--- src/rtl/calc_seq_pkg.sv ---
// Shared definitions for the calculator command sequencer.
// Holds the command and calculator-bus layouts, ALU opcode constants,
// the sequencer state enum and helpers that build calculator bus words.
package calc_seq_pkg;

    localparam int unsigned CMD_W     = 12;
    localparam int unsigned DATA_W    = 4;
    localparam int unsigned ADDR_W    = 2;
    localparam int unsigned CTRL_W    = 3;
    localparam int unsigned DEF_DEPTH = 4;

    // ALU opcodes; 3'b011 is undefined and makes the ALU produce 0
    localparam logic [CTRL_W-1:0] OP_AND  = 3'b000;
    localparam logic [CTRL_W-1:0] OP_OR   = 3'b001;
    localparam logic [CTRL_W-1:0] OP_ADD  = 3'b010;
    localparam logic [CTRL_W-1:0] OP_ANDN = 3'b100;
    localparam logic [CTRL_W-1:0] OP_ORN  = 3'b101;
    localparam logic [CTRL_W-1:0] OP_SUB  = 3'b110;
    localparam logic [CTRL_W-1:0] OP_SLT  = 3'b111;
    localparam logic [CTRL_W-1:0] OP_NOP  = OP_OR;

    // Command word: [11]=readback [10:8]=control [7:6]=we_addr [5:4]=rd_addr [3:0]=immediate
    typedef struct packed {
        logic              readback;
        logic [CTRL_W-1:0] control;
        logic [ADDR_W-1:0] we_addr;
        logic [ADDR_W-1:0] rd_addr;
        logic [DATA_W-1:0] immediate;
    } cmd_t;

    // Fields driven towards the calculator each cycle
    typedef struct packed {
        logic [ADDR_W-1:0] rd_addr;
        logic [DATA_W-1:0] immediate;
        logic [ADDR_W-1:0] we_addr;
        logic [CTRL_W-1:0] control;
    } calc_bus_t;

    typedef enum logic [1:0] {
        ST_IDLE,
        ST_EXEC,
        ST_RB,
        ST_RSP
    } state_e;

    // reg[a] <= reg[a] | 0 : keeps the calculator's every-negedge write harmless
    function automatic calc_bus_t nop_bus(input logic [ADDR_W-1:0] addr);
        calc_bus_t b;
        b.rd_addr   = addr;
        b.immediate = '0;
        b.we_addr   = addr;
        b.control   = OP_NOP;
        return b;
    endfunction

    function automatic calc_bus_t cmd_bus(input cmd_t c);
        calc_bus_t b;
        b.rd_addr   = c.rd_addr;
        b.immediate = c.immediate;
        b.we_addr   = c.we_addr;
        b.control   = c.control;
        return b;
    endfunction

endpackage

--- src/rtl/calc_cmd_sequencer_if.sv ---
// Command and response streams of the calculator command sequencer.
//   cmd_valid/cmd_ready/cmd_data : 12-bit command stream into the sequencer
//   rsp_valid/rsp_ready/rsp_data/rsp_addr : readback results out of the sequencer
// master = command producer / response consumer, slave = the sequencer.
interface calc_cmd_sequencer_if;
    import calc_seq_pkg::*;

    logic              cmd_valid;
    logic              cmd_ready;
    logic [CMD_W-1:0]  cmd_data;
    logic              rsp_valid;
    logic              rsp_ready;
    logic [DATA_W-1:0] rsp_data;
    logic [ADDR_W-1:0] rsp_addr;

    modport master (
        output cmd_valid, cmd_data, rsp_ready,
        input  cmd_ready, rsp_valid, rsp_data, rsp_addr
    );

    modport slave (
        input  cmd_valid, cmd_data, rsp_ready,
        output cmd_ready, rsp_valid, rsp_data, rsp_addr
    );

endinterface

--- src/rtl/calc_cmd_fifo.sv ---
// DEPTH x WIDTH synchronous FIFO with synchronous active-high reset.
//   push/push_data : write when not full
//   pop/head_data  : head_data shows the oldest entry; pop removes it when not empty
//   count/empty/full : registered occupancy and flags
module calc_cmd_fifo #(
    parameter int unsigned DEPTH = 4,
    parameter int unsigned WIDTH = 12
) (
    input  logic                   clk,
    input  logic                   rst,
    input  logic                   push,
    input  logic [WIDTH-1:0]       push_data,
    input  logic                   pop,
    output logic [WIDTH-1:0]       head_data,
    output logic [$clog2(DEPTH):0] count,
    output logic                   empty,
    output logic                   full
);

    localparam int unsigned PTR_W = $clog2(DEPTH);
    localparam int unsigned CNT_W = $clog2(DEPTH) + 1;

    logic [WIDTH-1:0] mem [DEPTH];
    logic [PTR_W-1:0] wr_ptr;
    logic [PTR_W-1:0] rd_ptr;
    logic [CNT_W-1:0] count_d;
    logic             do_push;
    logic             do_pop;

    assign do_push   = push & ~full;
    assign do_pop    = pop & ~empty;
    assign head_data = mem[rd_ptr];

    // Occupancy after this edge; simultaneous push and pop leave it unchanged
    always_comb begin
        count_d = count;
        if (do_push && !do_pop) begin
            count_d = count + CNT_W'(1);
        end else if (!do_push && do_pop) begin
            count_d = count - CNT_W'(1);
        end
    end

    // Storage needs no reset; pointers and count define validity
    always_ff @(posedge clk) begin
        if (do_push) begin
            mem[wr_ptr] <= push_data;
        end
    end

    // Pointers wrap naturally because DEPTH is a power of two
    always_ff @(posedge clk) begin
        if (rst) begin
            wr_ptr <= '0;
            rd_ptr <= '0;
            count  <= '0;
            empty  <= 1'b1;
            full   <= 1'b0;
        end else begin
            if (do_push) begin
                wr_ptr <= wr_ptr + PTR_W'(1);
            end
            if (do_pop) begin
                rd_ptr <= rd_ptr + PTR_W'(1);
            end
            count <= count_d;
            empty <= (count_d == CNT_W'(0));
            full  <= (count_d == CNT_W'(DEPTH));
        end
    end

endmodule

--- src/rtl/calc_cmd_sequencer.sv ---
// Feeds the 4-bit calculator from a buffered command stream.
//   clk, rst       : single clock, synchronous active-high reset
//   bus (slave)    : cmd_valid/cmd_ready/cmd_data in, rsp_valid/rsp_ready/rsp_data/rsp_addr out
//   calc_*         : registered rd_addr/immediate/we_addr/control to the calculator
//   calc_rd_data   : combinational register read from the calculator
//   busy           : sequencer not idle or commands still queued
//   fifo_count     : command FIFO occupancy
// One command is issued per cycle; any cycle without a command carries a NOP
// that rewrites a register with its own value, since the calculator writes
// on every falling edge.
module calc_cmd_sequencer
    import calc_seq_pkg::*;
#(
    parameter int unsigned DEPTH = DEF_DEPTH
) (
    input  logic                   clk,
    input  logic                   rst,
    calc_cmd_sequencer_if.slave    bus,
    output logic [ADDR_W-1:0]      calc_rd_addr,
    output logic [DATA_W-1:0]      calc_immediate,
    output logic [ADDR_W-1:0]      calc_we_addr,
    output logic [CTRL_W-1:0]      calc_control,
    input  logic [DATA_W-1:0]      calc_rd_data,
    output logic                   busy,
    output logic [$clog2(DEPTH):0] fifo_count
);

    localparam int unsigned CNT_W = $clog2(DEPTH) + 1;

    state_e            state_q, state_d;
    calc_bus_t         calc_q, calc_d;
    cmd_t              entry_q, entry_d;
    cmd_t              head;
    logic [CMD_W-1:0]  head_raw;
    logic              rsp_valid_q, rsp_valid_d;
    logic [DATA_W-1:0] rsp_data_q, rsp_data_d;
    logic [ADDR_W-1:0] rsp_addr_q, rsp_addr_d;
    logic              busy_q, busy_d;
    logic              push, pop, load;
    logic              fifo_empty, fifo_full;

    // Ready reflects only the registered full flag: no bypass when full
    assign push          = bus.cmd_valid & ~fifo_full;
    assign head          = cmd_t'(head_raw);
    assign bus.cmd_ready = ~fifo_full;

    calc_cmd_fifo #(
        .DEPTH (DEPTH),
        .WIDTH (CMD_W)
    ) u_fifo (
        .clk       (clk),
        .rst       (rst),
        .push      (push),
        .push_data (bus.cmd_data),
        .pop       (pop),
        .head_data (head_raw),
        .count     (fifo_count),
        .empty     (fifo_empty),
        .full      (fifo_full)
    );

    // Next-state and next-output logic
    always_comb begin
        state_d     = state_q;
        calc_d      = calc_q;
        entry_d     = entry_q;
        rsp_valid_d = rsp_valid_q;
        rsp_data_d  = rsp_data_q;
        rsp_addr_d  = rsp_addr_q;
        load        = 1'b0;
        pop         = 1'b0;

        case (state_q)
            ST_IDLE: begin
                if (!fifo_empty) begin
                    load = 1'b1;
                end else begin
                    calc_d = nop_bus(calc_q.we_addr);
                end
            end
            ST_EXEC: begin
                if (entry_q.readback) begin
                    calc_d  = nop_bus(entry_q.we_addr);
                    state_d = ST_RB;
                end else if (!fifo_empty) begin
                    load = 1'b1;
                end else begin
                    calc_d  = nop_bus(entry_q.we_addr);
                    state_d = ST_IDLE;
                end
            end
            // The NOP issued on entry re-reads we_addr, so rd_data is the written value
            ST_RB: begin
                rsp_valid_d = 1'b1;
                rsp_data_d  = calc_rd_data;
                rsp_addr_d  = entry_q.we_addr;
                state_d     = ST_RSP;
            end
            ST_RSP: begin
                if (bus.rsp_ready) begin
                    rsp_valid_d = 1'b0;
                    if (!fifo_empty) begin
                        load = 1'b1;
                    end else begin
                        state_d = ST_IDLE;
                    end
                end
            end
            default: begin
                state_d = ST_IDLE;
            end
        endcase

        if (load) begin
            pop     = 1'b1;
            entry_d = head;
            calc_d  = cmd_bus(head);
            state_d = ST_EXEC;
        end

        // Queue is non-empty after this edge if something arrives or more remains than leaves
        busy_d = (state_d != ST_IDLE) || push || (fifo_count > CNT_W'(pop));
    end

    // State and output registers
    always_ff @(posedge clk) begin
        if (rst) begin
            state_q     <= ST_IDLE;
            calc_q      <= nop_bus(ADDR_W'(0));
            entry_q     <= '0;
            rsp_valid_q <= 1'b0;
            rsp_data_q  <= '0;
            rsp_addr_q  <= '0;
            busy_q      <= 1'b0;
        end else begin
            state_q     <= state_d;
            calc_q      <= calc_d;
            entry_q     <= entry_d;
            rsp_valid_q <= rsp_valid_d;
            rsp_data_q  <= rsp_data_d;
            rsp_addr_q  <= rsp_addr_d;
            busy_q      <= busy_d;
        end
    end

    assign calc_rd_addr   = calc_q.rd_addr;
    assign calc_immediate = calc_q.immediate;
    assign calc_we_addr   = calc_q.we_addr;
    assign calc_control   = calc_q.control;
    assign bus.rsp_valid  = rsp_valid_q;
    assign bus.rsp_data   = rsp_data_q;
    assign bus.rsp_addr   = rsp_addr_q;
    assign busy           = busy_q;

endmodule
--- src/flat_wrapper.sv ---
// flat-port wrapper written by rule: the top's interface ports become plain ports
module calc_cmd_sequencer_flat import calc_seq_pkg::*;
#(
    parameter int unsigned DEPTH = DEF_DEPTH
)
  (clk, rst, calc_rd_addr, calc_immediate, calc_we_addr, calc_control, calc_rd_data, busy, fifo_count, bus_cmd_valid, bus_cmd_data, bus_rsp_ready, bus_cmd_ready, bus_rsp_valid, bus_rsp_data, bus_rsp_addr);
  calc_cmd_sequencer_if bus_i ();
  input  logic clk;
  input  logic rst;
  output logic [ADDR_W-1:0] calc_rd_addr;
  output logic [DATA_W-1:0] calc_immediate;
  output logic [ADDR_W-1:0] calc_we_addr;
  output logic [CTRL_W-1:0] calc_control;
  input  logic [DATA_W-1:0] calc_rd_data;
  output logic busy;
  output logic [$clog2(DEPTH):0] fifo_count;
  input wire logic [$bits(bus_i.cmd_valid)-1:0] bus_cmd_valid;
  input wire logic [$bits(bus_i.cmd_data)-1:0] bus_cmd_data;
  input wire logic [$bits(bus_i.rsp_ready)-1:0] bus_rsp_ready;
  output wire logic [$bits(bus_i.cmd_ready)-1:0] bus_cmd_ready;
  output wire logic [$bits(bus_i.rsp_valid)-1:0] bus_rsp_valid;
  output wire logic [$bits(bus_i.rsp_data)-1:0] bus_rsp_data;
  output wire logic [$bits(bus_i.rsp_addr)-1:0] bus_rsp_addr;
  assign bus_i.cmd_valid = bus_cmd_valid;
  assign bus_i.cmd_data = bus_cmd_data;
  assign bus_i.rsp_ready = bus_rsp_ready;
  assign bus_cmd_ready = bus_i.cmd_ready;
  assign bus_rsp_valid = bus_i.rsp_valid;
  assign bus_rsp_data = bus_i.rsp_data;
  assign bus_rsp_addr = bus_i.rsp_addr;
  calc_cmd_sequencer #(.DEPTH(DEPTH)) u_core (.clk(clk), .rst(rst), .bus(bus_i), .calc_rd_addr(calc_rd_addr), .calc_immediate(calc_immediate), .calc_we_addr(calc_we_addr), .calc_control(calc_control), .calc_rd_data(calc_rd_data), .busy(busy), .fifo_count(fifo_count));
endmodule
--- config.mk ---
export PLATFORM = sky130hd
export DESIGN_NAME = calc_cmd_sequencer_flat
export DESIGN_NICKNAME = d
export VERILOG_FILES = /design/src/rtl/calc_seq_pkg.sv /design/src/rtl/calc_cmd_sequencer_if.sv /design/src/rtl/calc_cmd_fifo.sv /design/src/rtl/calc_cmd_sequencer.sv /design/src/flat_wrapper.sv
export SDC_FILE = /design/constraint.sdc
export NUM_CORES = 1
export LEC_CHECK = 0
export CAP_MARGIN = 25
export CORE_MARGIN = 8
export CORE_UTILIZATION = 51
export CTS_BUF_LIST = sky130_fd_sc_hd__clkbuf_4 sky130_fd_sc_hd__clkbuf_8
export CTS_CLUSTER_SIZE = 40
export DETAILED_ROUTE_END_ITERATION = 12
export GPL_TIMING_DRIVEN = 0
export PLACE_DENSITY = 0.77
export SLEW_MARGIN = 20
export SYNTH_ARGS = -nofsm -noshare
export SYNTH_HDL_FRONTEND = slang
export SYNTH_HIERARCHICAL = 1
export SYNTH_SLANG_ARGS = --single-unit
--- constraint.sdc ---
create_clock -name clk -period 1.95 [get_ports clk]
set_input_delay 0.2925 -clock clk [delete_from_list [all_inputs] [get_ports clk]]
set_output_delay 0.2925 -clock clk [all_outputs]
set_load 0.1 [all_outputs]
# Yosys cells after proc, flatten, opt, wreduce, memory -nomap -nowiden
# Memory sizes are Yosys's and may differ from the RTL's. A register that Yosys moved wholly into a read port is not among the register bits.
# Cells that the tools add are included.
# W data, S select, Z words.
# totals
reg_bits,33
ram_bits,48
inputBits,20
out_inout_bits,23
elab_cells,74
mem_count,1
# mem_list
name,words,word_bits,read_ports,rd_clocked_by_memory_dff,write_ports,line,rtl
u_core.u_fifo.mem,4,12,1,1,1,calc_cmd_fifo.sv:23,logic [WIDTH-1:0] mem [DEPTH];
# op_classes
addsub,4
n_lt_le_gt_ge,1
eq_ne,8
n_mux,23
n_bitwise,5
reduce_logical,16
# ops
cell,n
$mux W11,4
$pmux W11 S2,1
$mux W2,6
$mux W1,7
$mux W3,2
$pmux W2 S3,1
$reduce_and A3 Y1,2
$reduce_bool A2 Y1,3
$reduce_bool A3 Y1,2
$add A2 B1 Y2 const B,2
$eq A2 B2 Y1 const B,2
$ne A4 B2 Y1 const B,1
$add A3 B1 Y3 const B,1
$and A1 B1 Y1,3
$eq A3 B3 Y1 const B,1
$gt A3 B1 Y1,1
$logic_not A3 Y1,1
$ne A3 B2 Y1 const B,1
$pmux W1 S3,1
$sub A3 B1 Y3 const B,1
$eq A2 B1 Y1 const B,1
$logic_and A1 B1 Y1,2
$logic_not A1 Y1,2
$logic_not A2 Y1,1
other kinds (6),8

# Logic depth before layout (Yosys ltp)
# depth
word_depth,9
mapped_depth,9
depth_no_buf,7

# Modules after synthesis
# The synthesis kept the hierarchy.
# by_module_without_submodules
mod,instances,cells_each,area_per_inst_um2,seq_area_each_um2
calc_cmd_fifo,1,131,2347.3,1661.6
calc_cmd_sequencer,1,101,1014.7,480.5

# Least setup slack after synthesis
# Ideal clock, no wire load.
# synth_path
path_kind,reg-to-reg
start,reg u_core.u_fifo.count[0]
end,reg u_core.u_fifo.empty
setup_ns,0.087
t_arrival_ns,2.169
required_ns,1.863
setup_slack_ns,-0.307
path_stages_with_launch,6
path_buffers,0
period_less_slack_ns,2.257
cell_sequence,dfxtp_1 -> inv_1 -> ha_1 -> nor4_1 -> a311oi_2 -> o31ai_1
# synth_between
elab_chain_cells,4
word_cells_on_any_way,5
cone_classes,2 x add/sub; 2 x mux; 1 x reduce/logical
# synth_lines
item,line,rtl
start: declaration,calc_cmd_fifo.sv:15,"output logic [$clog2(DEPTH):0] count,"
start signal: assignment,calc_cmd_fifo.sv:66,count <= count_d;
$sub A3 B1 Y3,calc_cmd_fifo.sv:40,count_d = count - CNT_W'(1);
$mux W3,calc_cmd_fifo.sv:39,end else if (!do_push && do_pop) begin
$mux W3 *,calc_cmd_fifo.sv:37,if (do_push && !do_pop) begin
$logic_not A3 Y1 *,calc_cmd_fifo.sv:67,empty <= (count_d == CNT_W'(0));
end signal: assignment,calc_cmd_fifo.sv:67,
end: declaration,calc_cmd_fifo.sv:16,"output logic empty,"
# Every way passes the cells marked *; elsewhere a longest branch is shown, timed or not.
# A chain may end at the register's enable or synchronous reset.

# Worst setup path after layout
# layout_path
start,reg u_core.state_q[0]
end,reg u_core.u_fifo.full
# layout_between
elab_chain_cells,8
word_cells_on_any_way,12
cone_classes,3 x eq/ne; 4 x mux; 1 x bitwise; 4 x reduce/logical
# layout_lines
item,line,rtl
start: declaration,calc_cmd_sequencer.sv:30,"state_e state_q, state_d;"
start signal: assignment,calc_cmd_sequencer.sv:136,state_q <= state_d;
"$eq A2 B2 Y1, or another cell as far along",calc_cmd_sequencer.sv:73,case (state_q)
$pmux W1 S3 *,calc_cmd_sequencer.sv:73,
named net u_core.load,calc_cmd_sequencer.sv:39,"logic push, pop, load;"
$mux W1 *,calc_cmd_sequencer.sv:114,if (load) begin
$and A1 B1 Y1 *,calc_cmd_fifo.sv:31,assign do_pop = pop & ~empty;
$logic_and A1 B1 Y1 or $logic_not A1 Y1 (tied branches),"calc_cmd_fifo.sv:39, calc_cmd_fifo.sv:37",
$mux W3 or $logic_and A1 B1 Y1 (tied branches),"calc_cmd_fifo.sv:39, calc_cmd_fifo.sv:37",
$mux W3 *,calc_cmd_fifo.sv:37,
$eq A3 B3 Y1 *,calc_cmd_fifo.sv:68,full <= (count_d == CNT_W'(DEPTH));
end signal: assignment,calc_cmd_fifo.sv:68,
end: declaration,calc_cmd_fifo.sv:17,output logic full
# The timed path passes the listed nets; every way through them passes the cells marked *.

==> key figures <==
Yosys
  – Syn avg cell area: 14.5 um2
  – Syn Nets: 259
  – Seq/Total Area, Yosys: 63.7%
  – Cell variety after synth: 49
  – Area share of the largest cell type after synthesis: 42.9%
  – Area of the mapped netlist: 3360 um2
  – FF+latch count, synth: 83
  – Syn Inst Count: 232
  – Ys Warns: 6
  – Cell type with the largest total area after synthesis: edfxtp_1
  – Top post-synthesis cells by area: edfxtp_1 43%, dfxtp_1 21%, mux4_2 8.0%, ha_1 2.6%, nor2_1 2.1%

STA
  – Unrepaired setup endpoints after global routing: yes
  – Min Hold Slack: 374 ps
  – Achievable Freq: 518 MHz
  – Tmin final: 1930 ps
  – Worst-margin pin slew: 969 ps
  – Final worst path period share: 99.0%
  – Endpoints failing hold: 0
  – Final setup vio count: 0
  – Max Slew Vio Count: 0
  – Relative max-transition margin: 35.6%
  – Fin Clk Skew: 8.77 ps

Worst setup path
  – Worst Path Required: 2170 ps
  – CP cell instances: and3b_2 -> a211o_4 -> clkinv_4 -> nor2b_4 -> buf_6 -> xnor2_4 -> a311oi_2 -> nor4_1
  – Crit Path Class: flip-flop to flip-flop
  – Worst path max stage delay: 370 ps
  – Reg2reg setup slack: 20 ps
  – Crit path buffers/inverters: 2
  – Family with the most delay on the worst path: compound AO/OA/AOI/OAI gates
  – CP endpoint kind: flip-flop
  – CP startpoint: u_core/state_q[0]
  – Crit start category: flip-flop
  – R2R Path Start: u_core/state_q[0]
  – Largest fanout on the critical path: 7
  – Cell with the largest stage delay on the worst path: dfxtp_4
  – Critical path arrival: 2150 ps
  – Register-to-Register Path Depth: 8
  – Worst r2r dst: u_core/u_fifo/full

Floorplan
  – Die width: 97.2 um
  – Die ar.: 9450 um2
  – Die H: 97.2 um
  – # rows: 29
  – Core footprint: 6350 um2
  – Initial Utilization: 52.9%
  – Ports: 43

Routing
  – DR iter-0 viols: 66
  – WL final: 6.26 mm
  – Via count: 2002
  – Drt pass-1 iters: 6
  – # DRC: 0
  – Post-DRT Antenna Nets: 0
  – Drt wl/cell: 16.6 um
  – Via density: 5.30

Placement
  – Gpl congestion: 0.835
  – DP HPWL: 4.25 mm
  – # port buffers: 42
  – Placed Area: 3880 um2
  – DP Cell Count: 351

Layout
  – Area Overhead vs Synth: 24.5%
  – Fin cells: 378
  – Final instance area: 4180 um2
  – Nets: 323
  – Share of cells above drive strength 1: 25.9%
  – Diode count: 0
  – Fillers: 450

Clock tree
  – Hold buffer count at CTS: 0
  – CTS Root Cell: clkbuf_8
  – H-tree Lvls: 3
  – CTS Buffer Depth: 2
  – CTS Buf Count: 9
  – Clock Latency Late Sink: 350 ps
  – Total clock sinks: 83
  – TritonCTS clock tree: yes
  – Worst-path clk slew: 80 ps

Global routing
  – Grt ovf: 0
  – Largest net degree at the start of global routing: 16
  – Top Usage Layer GRT: met2
  – Vias in the first global route: 2065
  – Met3 GRT Util: 3.41%
  – First-pass GRT wire length: 10.4 mm
  – Met1 usage: 16.5%
  – M2 GR Usage: 22.4%
  – GRT Total Usage: 13.9%
  – Initial antenna violation count: 0

Job
  – Number of max-cap violations: 0

Power
  – Leak Pwr: 1.58 nW
  – Maximum vdd drop: 0.906 mV
  – Pwr dens: 1400 nW/um2

Status
  – Outcome: complete, no violations

Min path
  – HP Class: primary input to flip-flop
  – Min-Delay Path Depth: 4
  – Hold Path End: u_core/state_q[0]
  – HP Start: bus_rsp_ready
-- worst register-to-register path: stages, from the launching register on --
cell,delay [ps]
dfxtp_4,370
and3b_2,230
a211o_4,330
clkinv_4,60
nor2b_4,140
buf_6,140
xnor2_4,80
a311oi_2,370
nor4_1,90
-- cells in the mapped netlist (all sizes together) --
cell and count:
nor4bb 2, a31oi 1, and3 1, a21boi 1, xor2 1, and3b 1, a311oi 2, nor4 2
mux2i 6, ha 7, buf 9, nor3b 1, nor2b 4, nor3 4, nor2 20, nand2b 3
xnor2 5, o31ai 1, dfxtp 35, nand3 2, a21oi 11, a21o 1, and2 4, inv 9
mux2 1, mux4 12, a22o 6, o21ai 4, or3 2, a211oi 4, or2b 1, nand3b 2
nand2 16, o22ai 1, clkbuf 1, edfxtp 48, a211o 1
-- cells in the final DEF (no fill, tap or decap), types with 3 or more instances in the layout --
cell / n
clkdlybuf4s50_1: 18
nor3_1: 4
and2_2: 4
dfxtp_2: 3
clkbuf_8: 9
nand2b_1: 3
inv_1: 8
dfxtp_1: 31
a21oi_2: 5
buf_2: 4
a21oi_1: 6
nand2_1: 13
a22o_1: 6
o21ai_0: 4
buf_6: 3
ha_1: 7
xnor2_1: 4
nor2_1: 19
dlygate4sd2_1: 21
a211oi_1: 3
buf_4: 12
mux2i_1: 6
mux4_2: 12
edfxtp_1: 48
-- per-stage QoR --
step / setup WS [ps] / setup TNS [ps] / util, % / power [mW]
2_1_floorplan: 34.6 / 0 / - / 4.06
3_3_place_gp: -482 / -23090 / 61.1 / 4.50
3_5_place_dp: -530 / -24960 / 61.1 / 4.55
4_1_cts: 17.1 / 0 / 64.7 / 5.79
5_1_grt: -34.3 / -34.3 / 65.9 / 6.15
6_report: 19.2 / 0 / 65.9 / 5.86
-- worst max-delay path by stage --
| stage | end | slack, ps | depth (start not counted) |
|---|---|---|---|
| after global placement | u_core/u_fifo/empty | -480 | 9 |
| after floorplan | u_core/u_fifo/empty | 30 | 9 |
| after CTS | bus_cmd_ready | 20 | 2 |
| after global routing | u_core/u_fifo/full | -30 | 8 |
| final | u_core/u_fifo/full | 20 | 8 |
| after detailed placement | u_core/u_fifo/empty | -530 | 9 |
-- metal layers --
| metal | part of all wire, % | vias up |
|---|---|---|
| li1 | - | 984 |
| met1 | 42 | 963 |
| met2 | 52 | 45 |
| met3 | 4.4 | 10 |
| met4 | 2.2 | 0 |
| met5 | 0 | - |
-- logic make-up after synthesis --
group                      Yosys count  share of synthesized area, %
DFF                                 83                          63.7
AOI/OAI and AO/OA                   33                          7.89
adders and majority gates            7                          2.61
buffers and inverters               19                          3.05
muxes                               19                          10.2
and+or+nand+nor                     65                          10.8
xor gates and xnor gates             6                          1.79
-- where the power goes --
group	switching [mW]	internal, mW
Sequential	0.182	2.17
Clock	0.633	0.602
Combinational	1.46	0.813
-- final cells by class --
cell class,count,area [um2],area share [%]
timing repair buffer,54,483,11.5
multi-input combinational,130,1150,27.6
sequential,83,2150,51.4
inverter,9,38.8,0.927
clock inverter,7,76.3,1.82
buffer,9,61.3,1.47
tap,77,96.3,2.30
clock buffer,9,124,2.96
-- flip-flops by register name (all words and copies together), names as in the netlist, 3 cells and up, named ones only --
signal,flops
u_core/calc_immediate,4
u_core/entry_q,3
u_core/bus.rsp_data,4
u_core/u_fifo/mem,48
u_core/u_fifo/count,3
u_core/calc_control,3
-- what timing repair did --
item | 4_1_cts | 5_1_grt
hold endpoints to repair | 0 | 0
setup buffers | 5 | 7
resized for setup | 34 | 12
endpoints found under the setup margin | 76 | 7
pin swaps | 2 | 5
No activity file was read; power rests on OpenSTA's default activity.
